File: src/rtl/wavelet_readout_accum.sv
// Windowed I/Q accumulator for wavelet-core feedback codes.
// Sums 16<<win_sel valid samples per window and hands each result to a single-entry output register.
module wavelet_readout_accum #(
  parameter int ACC_W = 13,
  parameter int FRM_W = 8
) (
  input  logic                    clk_master,
  input  logic                    rstb,
  input  logic                    en,
  input  logic [2:0]              win_sel,
  input  logic                    sample_valid,
  input  logic [1:0]              read_out_I,
  input  logic [1:0]              read_out_Q,
  input  logic                    out_ready,
  input  logic                    flag_clr,
  output logic                    out_valid,
  output logic signed [ACC_W-1:0] acc_I,
  output logic signed [ACC_W-1:0] acc_Q,
  output logic [FRM_W-1:0]        frame_cnt,
  output logic                    overrun,
  output logic                    bad_code
);

  typedef enum logic [0:0] {IDLE = 1'b0, ACCUM = 1'b1} state_t;

  function automatic logic signed [ACC_W-1:0] map_code(input logic [1:0] code);
    case (code)
      2'b01:   map_code = {{(ACC_W-1){1'b0}}, 1'b1};
      2'b10:   map_code = {ACC_W{1'b1}};
      default: map_code = {ACC_W{1'b0}};
    endcase
  endfunction

  function automatic logic is_bad(input logic [1:0] code);
    is_bad = (code == 2'b11);
  endfunction

  state_t                  state_r, state_s;
  logic [2:0]              win_r, win_s, win_eff_s;
  logic [11:0]             cnt_r, cnt_s, base_cnt_s, last_s;
  logic signed [ACC_W-1:0] sum_i_r, sum_i_s, sum_q_r, sum_q_s;
  logic signed [ACC_W-1:0] base_i_s, base_q_s, add_i_s, add_q_s;
  logic [FRM_W-1:0]        frm_r, frm_s;
  logic                    take_s, done_s, load_s;
  logic                    out_valid_r, out_valid_s;
  logic signed [ACC_W-1:0] acc_i_r, acc_i_s, acc_q_r, acc_q_s;
  logic [FRM_W-1:0]        frame_r, frame_s;
  logic                    overrun_r, overrun_s, bad_r, bad_s;

  // Next-state, window datapath and output-stage logic
  always_comb begin
    // Entering from IDLE the window starts from zero using the live win_sel
    win_eff_s  = (state_r == IDLE) ? win_sel : win_r;
    base_cnt_s = (state_r == IDLE) ? 12'd0 : cnt_r;
    base_i_s   = (state_r == IDLE) ? {ACC_W{1'b0}} : sum_i_r;
    base_q_s   = (state_r == IDLE) ? {ACC_W{1'b0}} : sum_q_r;
    last_s     = (12'd16 << win_eff_s) - 12'd1;
    add_i_s    = base_i_s + map_code(read_out_I);
    add_q_s    = base_q_s + map_code(read_out_Q);
    take_s     = en & sample_valid;
    done_s     = take_s & (base_cnt_s == last_s);

    state_s = state_r;
    win_s   = win_r;
    cnt_s   = cnt_r;
    sum_i_s = sum_i_r;
    sum_q_s = sum_q_r;
    if (!en) begin
      state_s = IDLE;
      cnt_s   = 12'd0;
      sum_i_s = {ACC_W{1'b0}};
      sum_q_s = {ACC_W{1'b0}};
    end else begin
      state_s = ACCUM;
      win_s   = win_eff_s;
      if (done_s) begin
        win_s   = win_sel;
        cnt_s   = 12'd0;
        sum_i_s = {ACC_W{1'b0}};
        sum_q_s = {ACC_W{1'b0}};
      end else if (take_s) begin
        cnt_s   = base_cnt_s + 12'd1;
        sum_i_s = add_i_s;
        sum_q_s = add_q_s;
      end else begin
        cnt_s   = base_cnt_s;
        sum_i_s = base_i_s;
        sum_q_s = base_q_s;
      end
    end

    load_s  = done_s & (~out_valid_r | out_ready);
    frm_s   = done_s ? (frm_r + {{(FRM_W-1){1'b0}}, 1'b1}) : frm_r;
    acc_i_s = acc_i_r;
    acc_q_s = acc_q_r;
    frame_s = frame_r;
    if (load_s) begin
      out_valid_s = 1'b1;
      acc_i_s     = add_i_s;
      acc_q_s     = add_q_s;
      frame_s     = frm_r;
    end else if (out_valid_r & out_ready) begin
      out_valid_s = 1'b0;
    end else begin
      out_valid_s = out_valid_r;
    end

    // Set events win over a simultaneous flag_clr
    if (done_s & out_valid_r & ~out_ready) begin
      overrun_s = 1'b1;
    end else if (flag_clr) begin
      overrun_s = 1'b0;
    end else begin
      overrun_s = overrun_r;
    end
    if (take_s & (is_bad(read_out_I) | is_bad(read_out_Q))) begin
      bad_s = 1'b1;
    end else if (flag_clr) begin
      bad_s = 1'b0;
    end else begin
      bad_s = bad_r;
    end
  end

  // State, window and output registers
  always_ff @(posedge clk_master or negedge rstb) begin
    if (!rstb) begin
      state_r     <= IDLE;
      win_r       <= 3'd0;
      cnt_r       <= 12'd0;
      sum_i_r     <= {ACC_W{1'b0}};
      sum_q_r     <= {ACC_W{1'b0}};
      frm_r       <= {FRM_W{1'b0}};
      out_valid_r <= 1'b0;
      acc_i_r     <= {ACC_W{1'b0}};
      acc_q_r     <= {ACC_W{1'b0}};
      frame_r     <= {FRM_W{1'b0}};
      overrun_r   <= 1'b0;
      bad_r       <= 1'b0;
    end else begin
      state_r     <= state_s;
      win_r       <= win_s;
      cnt_r       <= cnt_s;
      sum_i_r     <= sum_i_s;
      sum_q_r     <= sum_q_s;
      frm_r       <= frm_s;
      out_valid_r <= out_valid_s;
      acc_i_r     <= acc_i_s;
      acc_q_r     <= acc_q_s;
      frame_r     <= frame_s;
      overrun_r   <= overrun_s;
      bad_r       <= bad_s;
    end
  end

  assign out_valid = out_valid_r;
  assign acc_I     = acc_i_r;
  assign acc_Q     = acc_q_r;
  assign frame_cnt = frame_r;
  assign overrun   = overrun_r;
  assign bad_code  = bad_r;

endmodule
File: config.mk
export PLATFORM = sky130hd
export DESIGN_NAME = wavelet_readout_accum
export DESIGN_NICKNAME = d
export VERILOG_FILES = /design/src/rtl/wavelet_readout_accum.sv
export SDC_FILE = /design/constraint.sdc
export NUM_CORES = 1
export LEC_CHECK = 0
export BUFFER_PORTS_ARGS = -buffer_cell sky130_fd_sc_hd__buf_2
export CAP_MARGIN = 20
export CORE_MARGIN = 8
export CORE_UTILIZATION = 54
export CTS_CLUSTER_DIAMETER = 150
export DETAILED_ROUTE_END_ITERATION = 12
export PLACE_DENSITY_LB_ADDON = 0.2
export REMOVE_ABC_BUFFERS = 1
export SYNTH_ARGS = -nofsm -noshare
export SYNTH_HDL_FRONTEND = slang
export SYNTH_SLANG_ARGS = --single-unit
File: constraint.sdc
create_clock -name clk_master -period 3.4 [get_ports clk_master]
set_input_delay 0.17 -clock clk_master [delete_from_list [all_inputs] [get_ports clk_master]]
set_output_delay 0.17 -clock clk_master [all_outputs]
set_load 0.01 [all_outputs]
==> results.sh <==
export IMPL_pre_cts_slack_ps=127
export IMPL_htree_num_levels=3
export IMPL_avgSynthCellArea_um2=10.3
export IMPL_crit_arrival_ps=3470
export IMPL_grt_total_usage_pct=17.1
export IMPL_total_power_w=0.00220
export IMPL_drt_iter0_drc=202
export IMPL_area_growth_pct=13.3
export IMPL_stdcell_area_um2=6090
export IMPL_grt_antenna_before_repair=0
export IMPL_path_cells="or3b_1 > o31ai_1 > nand2_1 > ha_1 > xnor2_1 > or4_1 > a21oi_2 > o22ai_2 > nor4_4 > nand2_2 > buf_12 > mux2_4"
export IMPL_cap_violations=0
export IMPL_hold_class="input port to flip-flop"
export IMPL_hpwl_um=7800
export IMPL_wl_per_cell_um=15.2
export IMPL_cts_buffers_inserted=9
export IMPL_final_layout_size_suffix_gt1_share_pct=21.7
export IMPL_drt_pass1_iterations=4
export IMPL_drv_slew=0
export IMPL_port_buffer_count=49
export IMPL_synth_common_cells="dfrtp_1, nor2_1, xnor2_1, ha_1, nand2_1"
export IMPL_power_density_nw_per_um2=362
export IMPL_ys_ff_latch=87
export IMPL_critPathMaxStageDelay_ps=480
export IMPL_synth_edf_count=0
export IMPL_relSlewSlack_pct=48.2
export IMPL_reg2reg_depth=12
export IMPL_yosysMostFrequentCell="dfrtp_1"
export IMPL_grt_pass1_vias=3929
export IMPL_core_um2=9730
export IMPL_rows=36
export IMPL_max_freq_ghz=0.310
export IMPL_status="finished, final reports clean"
export IMPL_drc=0
export IMPL_yosysUniqueCellTypes=61
export IMPL_synth_top_area_share_pct=40.5
export IMPL_viasPerCell=5.50
export IMPL_ioPinCount=50
export IMPL_rsz0062_at_grt="no"
export IMPL_p_leak_nw=3.18
export IMPL_crit_fanout=24
export IMPL_crit_type="flip-flop to flip-flop"
export IMPL_gpl_final_weighted_congestion=0.862
export IMPL_grt_pass1_wl_um=18400
export IMPL_vias=3947
export IMPL_yosysWarnings=0
export IMPL_cts_sinks=87
export IMPL_die_w_um=116
export IMPL_nNetsFinal=626
export IMPL_clockBufferDepth=2
export IMPL_path_clk_slew_ps=100
export IMPL_grt_overflow=0
export IMPL_min_period_over_period_pct=94.8
export IMPL_wl_um=10900
export IMPL_end_kind="flip-flop"
export IMPL_async_reset_ff_share_pct=100
export IMPL_die_h_um=116
export IMPL_netlist_area_um2=5380
export IMPL_cp_start_kind="flip-flop"
export IMPL_antenna_cells=0
export IMPL_cts_tree="done"
export IMPL_timing_setup_tns_ps=0
export IMPL_synth_area_leaders="dfrtp_1, ha_1, mux2_4, xnor2_1, mux2i_1"
export IMPL_cts_root_buf="clkbuf_8"
export IMPL_start_util_pct=55.3
export IMPL_crit_slowest_cell="or4_1"
export IMPL_placed_area_um2=5830
export IMPL_place_inst=700
export IMPL_synth_ff_type="dfrtp_1"
export IMPL_setup_ws_ps=176
export IMPL_yosys_area_top_type="dfrtp_1"
export IMPL_report_final_setup_viol=0
export IMPL_min_period_ps=3220
export IMPL_worst_pin_slew_ps=777
export IMPL_cts_setup_buffers=0
export IMPL_syn_inst=523
export IMPL_grt_max_degree=65
export IMPL_finalHoldViolCount=0
export IMPL_min_path_cells=2
export IMPL_vdd_drop_max_mv=0.280
export IMPL_required_ps=3650
export IMPL_drtAntennaViolNets=0
export IMPL_instances_no_fill=718
export IMPL_die_area_um2=13400
export IMPL_seq_area_frac_synth_pct=40.5
export IMPL_clkLatencyLatePin_ps=370
export IMPL_clock_skew_ps=16.7
## kinds of logic after synthesis
family,Yosys count,share of synthesized area (%)
muxes,62,14.2
AOI/OAI and AO/OA,86,10.9
DFF,87,40.5
adders and majority gates,33,7.95
and+or+nand+nor,166,15.5
buffers and inverters,46,3.77
xor gates and xnor gates,43,7.26
## flip-flops by register name (all words and copies together) (netlist names), 3 cells and up
signal,count
win_r,3
frm_r,8
cnt_r,12
acc_I,13
sum_i_r,13
acc_Q,13
frame_cnt,8
sum_q_r,13
## layout by cell type, fill, tap and decap left out, types with 8 or more instances in the layout
cell type | Yosys | routed
nand2b_1 | 8 | 8
nand2_1 | 29 | 29
mux2i_1 | 24 | 24
xnor2_1 | 32 | 32
mux2_2 | 13 | 13
buf_4 | 1 | 12
nor2_1 | 57 | 57
inv_1 | 26 | 26
a21oi_1 | 21 | 20
and2_1 | 27 | 27
clkbuf_8 | 0 | 9
ha_1 | 31 | 31
dfrtp_1 | 87 | 87
a21o_1 | 11 | 11
xor2_1 | 10 | 10
o21ai_0 | 12 | 12
mux2_4 | 25 | 25
nand3_1 | 10 | 10
buf_2 | 3 | 48
## layer usage
metal  GRT usage (%)  wire, um
met1            21.8      5160
met2            28.7      5260
met3            2.71       351
met4            6.40       150
met5               0         0
## critical path, delay by kind of cell, from the launching register on
kind,cells,cell delay (ps)
AOI/OAI and AO/OA,3,350
xor gates and xnor gates,1,130
adders and majority gates,1,310
buffers and inverters,1,200
DFF,1,430
muxes,1,310
and+or+nand+nor,5,1370
## per-stage QoR
| stage | utilization (%) | hold WS, ps |
|---|---|---|
| floorplan | - | -126 |
| global placement | 60.0 | 303 |
| detailed placement | 60.0 | 308 |
| CTS | 62.5 | 7.09 |
| global route | 62.6 | 1.87 |
| finish | 62.6 | 10.7 |
## power by group
part           leakage (nW)  switching [W]  internal (W)  total [W]
clock network         0.107       0.000404      0.000422   0.000826
logic                  1.91       0.000183      0.000126   0.000310
registers              1.17      0.0000102       0.00106    0.00107
total                  3.18       0.000598       0.00161    0.00220
## cell type report
class,instances,area [um2]
Clock buffer,9,124
Clock inverter,7,101
Fill cell,837,3640
Inverter,27,101
Multi-Input combinational cell,390,3020
Sequential cell,87,2180
Tap cell,133,166
Timing Repair Buffer,65,402
## timing repair
action	CTS	global route
endpoints found under the hold margin	64	0
resized for setup	0	3
endpoints found under the setup margin	0	27
hold buffers	2	0
## path summary, 6_finish.rpt
path                       startpoint         end  slack, ps
min reg2reg                  frm_r[7]    frm_r[7]        490
max reg2reg                   state_r    acc_I[7]        180
min                          flag_clr    bad_code         10
max                           state_r    acc_I[7]        180
max in group asynchronous        rstb  sum_q_r[3]       2140
min in group asynchronous        rstb    acc_I[9]        430
(Power assumes the default switching activity.)
